--- config.mk ---
export PLATFORM = sky130hd
export DESIGN_NAME = reset_sequencer_flat
export DESIGN_NICKNAME = d
export VERILOG_FILES = /design/src/rtl/reset_sequencer_if.sv /design/src/rtl/reset_sequencer.sv /design/src/flat_wrapper.sv
export SDC_FILE = /design/constraint.sdc
export NUM_CORES = 1
export LEC_CHECK = 0
export CORE_MARGIN = 3
export CORE_UTILIZATION = 30
export DETAILED_ROUTE_END_ITERATION = 8
export MAX_ROUTING_LAYER = met4
export PLACE_DENSITY_LB_ADDON = 0.15
export SYNTH_ARGS = -nofsm -noshare
export SYNTH_HDL_FRONTEND = slang
export SYNTH_SLANG_ARGS = --single-unit
--- constraint.sdc ---
create_clock -name CLK -period 2.7 [get_ports CLK]
set_clock_uncertainty 0.15 [all_clocks]
set_input_delay 0.81 -clock CLK [delete_from_list [all_inputs] [get_ports CLK]]
set_output_delay 0.81 -clock CLK [all_outputs]
set_load 0.05 [all_outputs]
--- src/rtl/reset_sequencer_if.sv ---
`default_nettype none
// ============================================================================
// Module   : reset_sequencer_if
// Brief    : Request inputs and reset/halt pin outputs of the reset sequencer.
// Revision : 1.0  initial release
// ============================================================================
interface reset_sequencer_if;
    logic       TICK;
    logic       WD_EXPIRE;
    logic       SOFT_RST;
    logic       nRESET;
    logic       nHALT;
    logic       nZ80RESET;
    logic       WD_CLEAR;
    logic       SEQ_BUSY;
    logic [1:0] RST_CAUSE;

    // master: timebase/watchdog/CPU-pin side; slave: the sequencer itself
    modport master (
        output TICK, WD_EXPIRE, SOFT_RST,
        input  nRESET, nHALT, nZ80RESET, WD_CLEAR, SEQ_BUSY, RST_CAUSE
    );

    modport slave (
        input  TICK, WD_EXPIRE, SOFT_RST,
        output nRESET, nHALT, nZ80RESET, WD_CLEAR, SEQ_BUSY, RST_CAUSE
    );
endinterface
`default_nettype wire

--- src/rtl/reset_sequencer.sv ---
`default_nettype none
// ============================================================================
// Module   : reset_sequencer
// Brief    : Power-on / watchdog / soft reset sequencing for the 68K and Z80.
// Revision : 1.0  initial release
// ============================================================================
module reset_sequencer #(
    parameter int POR_CYCLES = 1024,
    parameter int RST_PULSE  = 16,
    parameter int Z80_DELAY  = 8,
    parameter int CNT_W      = 11
) (
    input  wire logic         CLK,
    input  wire logic         RST,
    reset_sequencer_if.slave  bus
);

    localparam logic [1:0] c_st_por    = 2'd0;
    localparam logic [1:0] c_st_run    = 2'd1;
    localparam logic [1:0] c_st_assert = 2'd2;
    localparam logic [1:0] c_st_rel68k = 2'd3;

    localparam logic [1:0] c_cause_por  = 2'd0;
    localparam logic [1:0] c_cause_soft = 2'd1;
    localparam logic [1:0] c_cause_wd   = 2'd2;

    // Terminal count of each timed state: exit on the TICK where CNT == L-1
    localparam logic [CNT_W-1:0] c_por_last   = CNT_W'(POR_CYCLES - 1);
    localparam logic [CNT_W-1:0] c_pulse_last = CNT_W'(RST_PULSE - 1);
    localparam logic [CNT_W-1:0] c_z80_last   = CNT_W'(Z80_DELAY - 1);

    logic [1:0]       r_state;
    logic [CNT_W-1:0] r_cnt;
    logic [1:0]       r_cause;
    logic             r_wd_prev;

    logic [1:0]       w_state_nxt;
    logic             w_cnt_clr;
    logic             w_wd_rise;
    logic             w_start_seq;

    assign w_wd_rise   = bus.WD_EXPIRE & ~r_wd_prev;
    assign w_start_seq = (r_state == c_st_run) && (w_wd_rise || bus.SOFT_RST);

    always_comb begin
        w_state_nxt = r_state;
        w_cnt_clr   = 1'b0;
        case (r_state)
            c_st_por: begin
                if (bus.TICK && (r_cnt == c_por_last)) begin
                    w_state_nxt = c_st_rel68k;
                    w_cnt_clr   = 1'b1;
                end
            end
            c_st_assert: begin
                if (bus.TICK && (r_cnt == c_pulse_last)) begin
                    w_state_nxt = c_st_rel68k;
                    w_cnt_clr   = 1'b1;
                end
            end
            c_st_rel68k: begin
                if (bus.TICK && (r_cnt == c_z80_last)) begin
                    w_state_nxt = c_st_run;
                    w_cnt_clr   = 1'b1;
                end
            end
            c_st_run: begin
                if (w_start_seq) begin
                    w_state_nxt = c_st_assert;
                    w_cnt_clr   = 1'b1;
                end
            end
            default: begin
                w_state_nxt = c_st_por;
                w_cnt_clr   = 1'b1;
            end
        endcase
    end

    always_ff @(posedge CLK) begin
        if (RST) begin
            r_state   <= c_st_por;
            r_cnt     <= '0;
            r_cause   <= c_cause_por;
            r_wd_prev <= 1'b0;
        end else begin
            // Edge history tracks WD_EXPIRE in every state, so a level still
            // high on return to RUN cannot retrigger a sequence.
            r_wd_prev <= bus.WD_EXPIRE;
            r_state   <= w_state_nxt;
            if (w_cnt_clr || (r_state == c_st_run)) begin
                r_cnt <= '0;
            end else if (bus.TICK) begin
                r_cnt <= r_cnt + 1'b1;
            end
            if (w_start_seq) begin
                r_cause <= w_wd_rise ? c_cause_wd : c_cause_soft;
            end
        end
    end

    // Pin levels depend on the state register alone, so they cannot glitch
    assign bus.nRESET    = (r_state == c_st_run) || (r_state == c_st_rel68k);
    assign bus.nHALT     = (r_state == c_st_run) || (r_state == c_st_rel68k);
    assign bus.nZ80RESET = (r_state == c_st_run);
    assign bus.WD_CLEAR  = (r_state != c_st_run);
    assign bus.SEQ_BUSY  = (r_state != c_st_run);
    assign bus.RST_CAUSE = r_cause;

endmodule
`default_nettype wire

--- src/flat_wrapper.sv ---
// flat-port wrapper written by rule: the top's interface ports become plain ports
module reset_sequencer_flat 
#(
    parameter int POR_CYCLES = 1024,
    parameter int RST_PULSE  = 16,
    parameter int Z80_DELAY  = 8,
    parameter int CNT_W      = 11
)
  (CLK, RST, bus_TICK, bus_WD_EXPIRE, bus_SOFT_RST, bus_nRESET, bus_nHALT, bus_nZ80RESET, bus_WD_CLEAR, bus_SEQ_BUSY, bus_RST_CAUSE);
  reset_sequencer_if bus_i ();
  input  wire logic CLK;
  input  wire logic RST;
  input wire logic [$bits(bus_i.TICK)-1:0] bus_TICK;
  input wire logic [$bits(bus_i.WD_EXPIRE)-1:0] bus_WD_EXPIRE;
  input wire logic [$bits(bus_i.SOFT_RST)-1:0] bus_SOFT_RST;
  output wire logic [$bits(bus_i.nRESET)-1:0] bus_nRESET;
  output wire logic [$bits(bus_i.nHALT)-1:0] bus_nHALT;
  output wire logic [$bits(bus_i.nZ80RESET)-1:0] bus_nZ80RESET;
  output wire logic [$bits(bus_i.WD_CLEAR)-1:0] bus_WD_CLEAR;
  output wire logic [$bits(bus_i.SEQ_BUSY)-1:0] bus_SEQ_BUSY;
  output wire logic [$bits(bus_i.RST_CAUSE)-1:0] bus_RST_CAUSE;
  assign bus_i.TICK = bus_TICK;
  assign bus_i.WD_EXPIRE = bus_WD_EXPIRE;
  assign bus_i.SOFT_RST = bus_SOFT_RST;
  assign bus_nRESET = bus_i.nRESET;
  assign bus_nHALT = bus_i.nHALT;
  assign bus_nZ80RESET = bus_i.nZ80RESET;
  assign bus_WD_CLEAR = bus_i.WD_CLEAR;
  assign bus_SEQ_BUSY = bus_i.SEQ_BUSY;
  assign bus_RST_CAUSE = bus_i.RST_CAUSE;
  reset_sequencer #(.POR_CYCLES(POR_CYCLES), .RST_PULSE(RST_PULSE), .Z80_DELAY(Z80_DELAY), .CNT_W(CNT_W)) u_core (.CLK(CLK), .RST(RST), .bus(bus_i));
endmodule
# Word-level counts from Yosys, hierarchy flattened

Cells that the tools add are included.

Register bits after elaboration: 16
Input port bits: 5
Output and inout port bits: 7
Logic and storage cells: 39

Add/subtract/negate cells: 1
Equality and inequality tests: 11
Mux-type cells: 11
Bitwise logic cells: 2
Reductions and logical operators: 10

Operators by type and width:

| operator                | count |
|---|---|
| $add A11 B1 Y11 const B | 1 |
| $eq A11 B10 Y1 const B  | 1 |
| $eq A11 B3 Y1 const B   | 1 |
| $eq A11 B4 Y1 const B   | 1 |
| $mux W2                 | 5 |
| $ne A2 B1 Y1 const B    | 5 |
| $pmux W2 S4             | 1 |
| $eq A2 B2 Y1 const B    | 2 |
| $logic_and A1 B1 Y1     | 4 |
| $mux W1                 | 4 |
| $pmux W1 S4             | 1 |
| $reduce_and A4 Y1       | 1 |
| $logic_or A1 B1 Y1      | 3 |
| $eq A2 B1 Y1 const B    | 1 |
| $logic_not A2 Y1        | 1 |
| $reduce_or A2 Y1        | 1 |
| $and A1 B1 Y1           | 1 |
| $not A1 Y1              | 1 |

# Logic depth before layout (Yosys ltp)

Gate-level depths: netlist (run 1).

Depth after elaboration: 8
Mapped depth: 6
Mapped depth without buffers: 5

# Least setup slack after synthesis (run 1)

Ideal clock, no wire load.

Path type: reg-to-output
From: register u_core.r_state[1]
To: output bus_nZ80RESET
Arrival: 1290 ps
Data required time: 1740 ps
Setup slack: 450 ps
Stages on the path, launching flop included: 3
Path buffers: 0
Cell sequence: dfxtp_1 nand2b_1 inv_1

Longest elaborated chain between the ends: 1

Ends and longest elaborated chain:

| element                | line                   | source |
|---|---|---|
| start, declared        | reset_sequencer.sv:32  | `logic [1:0] r_state;` |
| start signal, assigned | reset_sequencer.sv:82  | `r_state <= c_st_por;` |
| start signal, assigned | reset_sequencer.sv:90  | `r_state <= w_state_nxt;` |
| $eq A2 B1 Y1           | reset_sequencer.sv:105 | `assign bus.nZ80RESET = (r_state == c_st_run);` |
| end, declared          | flat_wrapper.sv:18     | `output wire logic [$bits(bus_i.nZ80RESET)-1:0] bus_nZ80RESET;` |

No other way between the ends.

# Worst setup path in the final report (run 1)

From: register u_core.r_state[0]
To: output bus_nHALT

Longest elaborated chain between the ends: 2
Elaborated cells between the ends (all ways): 3
Classes of those cells: eq/ne: 2; reduce/logical: 1

Ends and longest elaborated chain:

| element                                             | line                   | source |
|---|---|---|
| $eq A2 B1 Y1 / $eq A2 B2 Y1 (equally long branches) | reset_sequencer.sv:104 | `assign bus.nHALT = (r_state == c_st_run) \|\| (r_state == c_st_rel68k);` |
| $logic_or A1 B1 Y1 (*)                              | reset_sequencer.sv:104 |  |
| end, declared                                       | flat_wrapper.sv:17     | `output wire logic [$bits(bus_i.nHALT)-1:0] bus_nHALT;` |

Mark *: on every way between the ends. The rest lies on a longest branch, timed or not.

==> results of run 1 <==
-- stage by stage --
| stage | hold slack, ns | instances | cell area (µm²) | setup WS (ns) | power [mW] |
|---|---|---|---|---|---|
| finish | 0.364 | 130 | 955 | 0.142 | 0.523 |
| global route | 0.411 | 130 | 955 | 0.0720 | 0.555 |
| CTS | 0.367 | 130 | 955 | 0.110 | 0.533 |
| detailed placement | 0.338 | 126 | 918 | 0.279 | 0.367 |
| global placement | 0.334 | 126 | 918 | 0.303 | 0.367 |
| floorplan | 0.329 | 89 | 822 | 0.450 | 0.341 |
-- layout make-up --
class                      instances  area [µm²]  share of cell area (%)
timing repair buffer              14         125                    13.1
clock buffer                       4        36.3                    3.80
inverter                           1        3.75                   0.393
multi-input combinational         65         432                    45.2
sequential                        16         320                    33.6
tap                               30        37.5                    3.93
-- layer usage --
metal | track usage, % | wire (µm)
met5 | - | 0
met4 | 4.97 | 18
met3 | 3.29 | 58
met2 | 15.2 | 668
met1 | 13.6 | 765
-- cells by family after synthesis --
logic type / synth area share (%)
simple gates: 29.4
flops: 39.0
xor+xnor: 11.7
compound gates: 8.67
buf+inv: 8.52
mux: 1.22
fa+ha+maj: 1.52
-- tightest hold or removal path, cell delays in order, from the launching register on --
cell and delay [ns]:
dfxtp_1 0.32, a21oi_1 0.11, nor3_1 0.05
-- power by group through the flow --
stage | Sequential [mW] | Combinational [mW] | Clock (mW)
final | 0.257 | 0.103 | 0.164
after global placement | 0.263 | 0.104 | 0
after detailed placement | 0.263 | 0.104 | 0
after floorplan | 0.265 | 0.0760 | 0
after global routing | 0.259 | 0.112 | 0.184
after CTS | 0.257 | 0.104 | 0.171
-- synth_stat cells, drive strengths merged --
master	count	area share, %
dfxtp	16	39
nor2	16	7.3
xor2	6	6.4
buf	5	5.9
nand4	5	4.6
xnor2	5	5.3
nand2b	4	3.0
nand3	4	2.4
nor3	4	2.4
a21oi	3	1.8
nand2	3	1.4
and4	2	2.3
clkbuf	2	2.1
a221oi	1	1.8
a2bb2oi	1	1.8
a41oi	1	1.1
and2b	1	1.1
and3	1	0.91
and4b	1	1.4
ha	1	1.5
inv	1	0.46
mux2i	1	1.2
nand4b	1	1.1
nor2b	1	0.76
nor4	1	0.76
o21ai	1	0.61
o31ai	1	1.5
-- how the worst min path moves through the flow --
stage,startpoint,to,slack (ns),cells past startpoint
final,u_core.bus.RST_CAUSE[0]$_SDFFE_PP0P_,u_core.bus.RST_CAUSE[0]$_SDFFE_PP0P_,0.36,2
after global routing,u_core.bus.RST_CAUSE[1]$_SDFFE_PP0P_,u_core.bus.RST_CAUSE[1]$_SDFFE_PP0P_,0.41,2
after CTS,u_core.bus.RST_CAUSE[0]$_SDFFE_PP0P_,u_core.bus.RST_CAUSE[0]$_SDFFE_PP0P_,0.37,2
after detailed placement,u_core.bus.RST_CAUSE[1]$_SDFFE_PP0P_,u_core.bus.RST_CAUSE[1]$_SDFFE_PP0P_,0.34,2
after global placement,u_core.bus.RST_CAUSE[1]$_SDFFE_PP0P_,u_core.bus.RST_CAUSE[1]$_SDFFE_PP0P_,0.33,2
after floorplan,u_core.r_state[0]$_SDFFE_PP0P_,u_core.r_state[1]$_SDFFE_PP0P_,0.33,1
-- sequential cells by signal (all words and copies together), names as in the netlist --
register              cells
u_core.r_cnt             11
u_core.bus.RST_CAUSE      2
u_core.r_state            2
u_core.r_wd_prev          1
-- layout by cell type (no fill, tap or decap), types with 3 or more instances in the layout --
cell type        Yosys  layout
a21oi_1              3       3
buf_4                2       6
clkbuf_4             0       3
clkdlybuf4s50_1      0       8
dfxtp_1             16      16
nand2_1              3       3
nand2b_1             4       4
nand3_1              4       4
nand4_1              4       4
nor2_1              16      16
nor3_1               4       4
xnor2_1              5       5
xor2_1               6       6
==> metrics.yaml, run 1 <==
power:
  ir_worst_vdd_v: 0.000307
  power.share.combinational_pct: 19.6
  seqPwrFrac_pct: 49.1
  power.internal_mw: 0.370
  p_switching_mw: 0.153
  power_leakage_nw: 0.362
  p_per_area_mw_per_mm2: 548
  power.share.switching_pct: 29.3
  clock_power_share_pct: 31.3
worst_setup_path:
  rrSetupSlack_ns: 1.02
  cp.depth: 1
  startpoint: "u_core.r_state[0]$_SDFFE_PP0P_"
  start_kind: "flip-flop"
  cp_max_fo: 7
  r2r_end: "u_core.r_cnt[2]$_SDFFE_PP0P_"
  cp_slowest_cell: "clkdlybuf4s50_1"
  crit_family: "buffers and inverters"
  cp-end-kind: "primary output"
  slowest_delay_ns: 0.85
  path_cells: "clkdlybuf4s50_1"
  arrival_ns: 1.60
  critPathCapture: "bus_nHALT"
  cp.buffers_inverters: 1
  cp_data_required_time_ns: 1.74
  ff2ff_path_depth: 6
  criticalPathCategory: "flip-flop to primary output"
  r2r_start: "u_core.r_cnt[0]$_SDFFE_PP0P_"
timing:
  post-route-period-util_pct: 94.7
  relSlewSlack_pct: 66.8
  fin_crit_ns: 2.56
  worst_slew_pin_slew_ns: 0.496
  drv_slew: 0
  max_freq_mhz: 391
  setup_viol: 0
  finalSetupTns_ns: 0
  hold_viol: 0
  rsz0062_at_grt: "false"
finish:
  diodes: 0
  drive_above_1_share_pct: 18.0
  post-route-util_pct: 37.5
  nets: 107
  synthToLayoutAreaGrowth_pct: 16.1
  nFillCells: 263
synth:
  ys.warnings.count: 0
  netlist_area_um2: 822
  synth-seq-cells: 16
  yosysSeqAreaShare_pct: 39.0
  ys_types: 31
  synth.avg_cell_area_um2: 9.24
  syn-num-nets: 95
  synthCells: 89
clock_tree:
  cts_resized: 0
  cts_setup_buffers: 0
  clock_latency_ns: 0.29
  numCtsBuffers: 3
  clk_pin_slew_ns: 0.09
  cts.sinks: 16
  cts_tree: "done"
  cts-root-buf: "clkbuf_4"
  cts_hold_buffers: 0
  cts_buffer_depth: 2
  htreeDepth: 1
die:
  die_height_um: 58.3
  die_w_um: 58.3
  coreArea_mm2: 0.00254
  die-area_mm2: 0.00340
  core.rowCount: 18
  start_util_pct: 32.3
  pin_count: 12
detailed_routing:
  routedWlPerCell_um: 11.6
  avgViaCountPerCell: 4.84
  initialDrtViolationCount: 18
  ant_nets: 0
  wirelength_um: 1510
  num_vias: 629
  drc_errors: 0
  drt_first_pass_iters: 3
global_routing:
  antenna_found_initial: 0
  grt_use_total_pct: 10.6
  grt_pass1_vias: 623
  grt_overflow: 0
  grt_pass1_wl_um: 2680
  grt_start_max_net_pins: 12
placed_design:
  port_buffers: 11
  dpl.hpwl_um: 1130
  gp_congestion: 0.764
run_status:
  status: "finished clean"
min_path:
  hp-class: "flip-flop to flip-flop"
run:
  maxCapViolCount: 0
No activity file was read; power rests on OpenSTA's default activity.
==> run 2, diff against run 1 <==
Settings changed: CAP_MARGIN set to 30, SETUP_SLACK_MARGIN set to 0.05.
==> results of run 2 <==
No change in the layout: final DEF, timing and power equal those of run 1.
==> RTL edit 1, RTL diff (config.mk and constraints of run 1) <==
Compare `r_cnt` against `c_por_last` with >= in place of ==.
--- a/src/rtl/reset_sequencer.sv
+++ b/src/rtl/reset_sequencer.sv
@@ -47,7 +47,7 @@
         w_cnt_clr   = 1'b0;
         case (r_state)
             c_st_por: begin
-                if (bus.TICK && (r_cnt == c_por_last)) begin
+                if (bus.TICK && (r_cnt >= c_por_last)) begin
                     w_state_nxt = c_st_rel68k;
                     w_cnt_clr   = 1'b1;
                 end
Check against the original RTL: same outputs for any inputs over 10 cycles, from zero or initial values and one cycle with RST high; that may be too few to reach the edited logic, so the function may still have changed.
==> RTL edit 1 against run 1 <==
Area after synthesis shrank 0.91%; sequential cell count stayed put; die area fell by 0.82%; wire length increased by 4.2%; worst setup slack got worse by 25 ps; cell area increased by 2.2%; critical path type unchanged.
Power is not compared: it rests on default switching activity, and its combinational part moved more than twofold at a synthesized area within 25%.
==> RTL edit 1: results (changes against run 1) <==
| Metric | Value |
|---|---|
| Met3 Routed Length | `97 microns (+67%)` |
| Pre-CTS setup slack | `142 ps (-137 ps)` |
| DR WL/cell | `11.9 microns (+2.7%)` |
| Clk slew on worst S/H paths | `110 ps (+20 ps)` |
| Layout cell share with drive strength beyond 1 | `16.7% (-1.3 points)` |
| Status | `finished clean` |
| Post-Synthesis Cells | `90 (+1.1%)` |
| Compound-cell area share of the yosys netlist | `10.8% (+2.1 points)` |
| GRT Total Usage | `11.0% (+0.44 points)` |
| Crit path DAT | `1620 ps (+20 ps)` |
| Yosys cell types | `30 (-3.2%)` |
| Met1 Use GR | `14.3% (+0.78 points)` |
| Xor and xnor fraction of the mapped netlist area | `11.8% (+0.11 points)` |
| Register area share after synthesis | `39.3% (+0.36 points)` |
| Vias in the first global route | `597 (-4.2%)` |
| Post-synth top cells | `nor3_1, dfxtp_1, xnor2_1, nor2_1` |
| DP Area | `940 sq um (+2.3%)` |
| Met3 Use GR | `4.01% (+0.72 points)` |
| Dpl hpwl | `1.16 mm (+2.1%)` |
| GR Util met2 | `15.2% (about the same)` |
| Mapped Nets | `96 (+1.1%)` |
| Via density | `4.96 (+2.6%)` |
| Met2 wire length | `659 microns (-1.3%)` |
| Post-synthesis adder-cell area fraction | `1.54% (+0.014 points)` |
| First-pass GRT wire length | `2.75 mm (+2.6%)` |
| Largest cells by area after synthesis | `dfxtp_1, nor3_1, xnor2_1` |
| Rel. slew slack | `67.2% (+0.38 points)` |
==> RTL edit 1: cell count changes in the layout (fill, tap and decap cells not counted), sizes merged, moves of 2 or more <==
cell    delta
nand4      -2
nand2b     -3
xnor2      +3
nor3      +13
and4       -2
inv        +3
xor2       -3
nor2       -9
==> RTL edit 1: cell type report <==
type | count | area (sq um) | share of cell area, %
Tap cell | 30 | 37.5 | 3.85
Clock buffer | 4 | 36.3 | 3.72
Inverter | 4 | 15.0 | 1.54
Sequential cell | 16 | 320 | 32.8
Multi-Input combinational cell | 63 | 434 | 44.5
Timing Repair Buffer | 15 | 133 | 13.6
==> RTL edit 1: path summary, 6_finish.rpt <==
check,end,slack (ps),depth (start not counted)
worst min register to register,u_core.bus.RST_CAUSE[1]$_SDFFE_PP0P_,350,2
worst max-delay path,bus_nRESET,120,1
worst max register to register,u_core.r_cnt[9]$_SDFFE_PP0P_,920,6
worst min-delay path,u_core.bus.RST_CAUSE[1]$_SDFFE_PP0P_,350,2
==> RTL edit 2, RTL diff (flow settings as in run 1) <==
Without the edit above. `CNT_W` is set to 11 in 2 places; all go to 15.
--- a/src/rtl/reset_sequencer.sv
+++ b/src/rtl/reset_sequencer.sv
@@ -8,7 +8,7 @@
     parameter int POR_CYCLES = 1024,
     parameter int RST_PULSE  = 16,
     parameter int Z80_DELAY  = 8,
-    parameter int CNT_W      = 11
+    parameter int CNT_W      = 15
 ) (
     input  wire logic         CLK,
     input  wire logic         RST,
--- a/src/flat_wrapper.sv
+++ b/src/flat_wrapper.sv
@@ -4,7 +4,7 @@
     parameter int POR_CYCLES = 1024,
     parameter int RST_PULSE  = 16,
     parameter int Z80_DELAY  = 8,
-    parameter int CNT_W      = 11
+    parameter int CNT_W      = 15
 )
   (CLK, RST, bus_TICK, bus_WD_EXPIRE, bus_SOFT_RST, bus_nRESET, bus_nHALT, bus_nZ80RESET, bus_WD_CLEAR, bus_SEQ_BUSY, bus_RST_CAUSE);
   reset_sequencer_if bus_i ();
Formal check against the unedited RTL: no difference found for any inputs over 10 cycles, from zero or initial values and one cycle with RST high; that may be too few to reach the edited logic, so the function may still have changed.
==> RTL edit 2 against run 1 <==
Cell area is 22% higher; sequential share of layout area is 0.86 points higher; worst setup slack worse by 75 ps; sequential cell count is 4 higher; final cell count is 32% higher; wire length is 37% higher; synthesized cell count is 31% higher; die area is 19% higher; area after synthesis is 22% higher; critical endpoint unchanged.
Power is not compared: it rests on default switching activity, and its combinational part moved more than twofold at a synthesized area within 25%.
==> RTL edit 2: results (changes against run 1) <==
| Metric | Value |
|---|---|
| R2R Setup Slk | `810 ps (-210 ps)` |
| Setup ws final | `67.0 ps (-74.9 ps)` |
| Ant. Diodes | `0 (unchanged)` |
| Iter 0 DRT Violations | `31 (+13)` |
| Met1 Use GR | `13.2% (-0.33 points)` |
| Actual slew at the worst max-slew pin | `500 ps (+4.14 ps)` |
| Status | `finished clean` |
| Root Buffer | `clkbuf_4` |
| GR Util met2 | `18.3% (+3.1 points)` |
| GP Congestion | `0.801 (+4.8%)` |
| Via density | `4.71 (-2.7%)` |
| Mapped Nets | `123 (+29%)` |
| Xor and xnor fraction of the mapped netlist area | `12.2% (+0.53 points)` |
| Top FF cell, synth | `dfxtp_1` |
| GRT Total Usage | `11.3% (+0.70 points)` |
| Pre-CTS setup slack | `119 ps (-160 ps)` |
| Largest net degree at the start of global routing | `11 (-1)` |
| Post-Route M1 WL | `1.03 mm (+34%)` |
| End of the worst register-to-register path | `u_core.r_cnt[6]$_SDFFE_PP0P_` |
| Nets | `135 (+26%)` |
| Crit path DAT | `1670 ps (+70 ps)` |
| Reg2Reg Depth | `5 (-1)` |
| Post-synth top cells | `dfxtp_1, nor2_1, xnor2_1, nor3_1` |
| Flops & latches, synth | `20 (+4)` |
| Syn Area/Cell | `8.56 sq um (-7.4%)` |
| Hold Crit Class | `flip-flop to flip-flop` |
| Met3 Use GR | `2.46% (-0.83 points)` |
| Vias in the first global route | `788 (+26%)` |
| Final core occ | `37.2% (-0.31 points)` |
| Yosys cell types | `32 (+3.2%)` |
| DR WL/cell | `12.1 microns (+4.2%)` |
| Placed cell count | `168 (+33%)` |
| FILL cells | `334 (+27%)` |
| Post-synthesis adder-cell area fraction | `1.25% (-0.27 points)` |
| DP Area | `0.00114 sq mm (+24%)` |
| Dpl hpwl | `1.56 mm (+37%)` |
| Met3 Routed Length | `81 microns (+40%)` |
| Multiplexer share of the synthesized area | `1.00% (-0.22 points)` |
| Clock Power | `0.137 mW` |
| Pre-antenna DRT Iters | `3 (unchanged)` |
| Maximum fanout along the worst path | `10 (+3)` |
| Compound-cell area share of the yosys netlist | `7.13% (-1.6 points)` |
| Largest cells by area after synthesis | `dfxtp_1, xnor2_1, nor2_1` |
| Vias | `805 (+28%)` |
| Met2 wire length | `915 microns (+37%)` |
| Max FFs per register | `15 (+4)` |
| Register area share after synthesis | `40.0% (+1.0 points)` |
| Layout cell share with drive strength beyond 1 | `10.2% (-7.8 points)` |
| First-pass GRT wire length | `3.53 mm (+32%)` |
| CP delay by family, top | `buffers and inverters` |
| Crit path largest cell delay | `870 ps (+20 ps)` |
[RTL edit 2: cell types whose count changed after synthesis, moves of 2 or more]
| cell | run 1 | this run |
|---|---|---|
| xnor2_1 | 5 | 11 |
| dfxtp_1 | 16 | 20 |
| nor4_1 | 1 | 5 |
| a21oi_1 | 3 | 6 |
| inv_1 | 1 | 4 |
| nand2_1 | 3 | 6 |
| nor3_1 | 4 | 7 |
| xor2_1 | 6 | 3 |
| buf_6 | 3 | 1 |
| nor2_1 | 16 | 18 |
| nor3b_1 | 0 | 2 |
| o21bai_1 | 0 | 2 |
[RTL edit 2: final cells by class]
| type | count | share of cell area, % |
|---|---|---|
| multi-input cells | 87 | 46.7 |
| flip-flops and latches | 20 | 34.4 |
| repair buffers | 13 | 11.0 |
| well taps | 44 | 4.73 |
| clock buffers | 3 | 1.94 |
| inverters | 4 | 1.29 |
[RTL edit 2: how the worst min path moves through the flow]
stage	from	to	slack [ps]	depth (start not counted)
global placement	u_core.bus.RST_CAUSE[1]$_SDFFE_PP0P_	u_core.bus.RST_CAUSE[1]$_SDFFE_PP0P_	320	2
floorplan	u_core.r_cnt[14]$_SDFFE_PP0P_	u_core.r_cnt[14]$_SDFFE_PP0P_	340	2
detailed placement	u_core.bus.RST_CAUSE[1]$_SDFFE_PP0P_	u_core.bus.RST_CAUSE[1]$_SDFFE_PP0P_	330	2
global route	u_core.bus.RST_CAUSE[1]$_SDFFE_PP0P_	u_core.bus.RST_CAUSE[1]$_SDFFE_PP0P_	380	2
CTS	u_core.bus.RST_CAUSE[1]$_SDFFE_PP0P_	u_core.bus.RST_CAUSE[1]$_SDFFE_PP0P_	360	2
finish	u_core.bus.RST_CAUSE[1]$_SDFFE_PP0P_	u_core.bus.RST_CAUSE[1]$_SDFFE_PP0P_	350	2
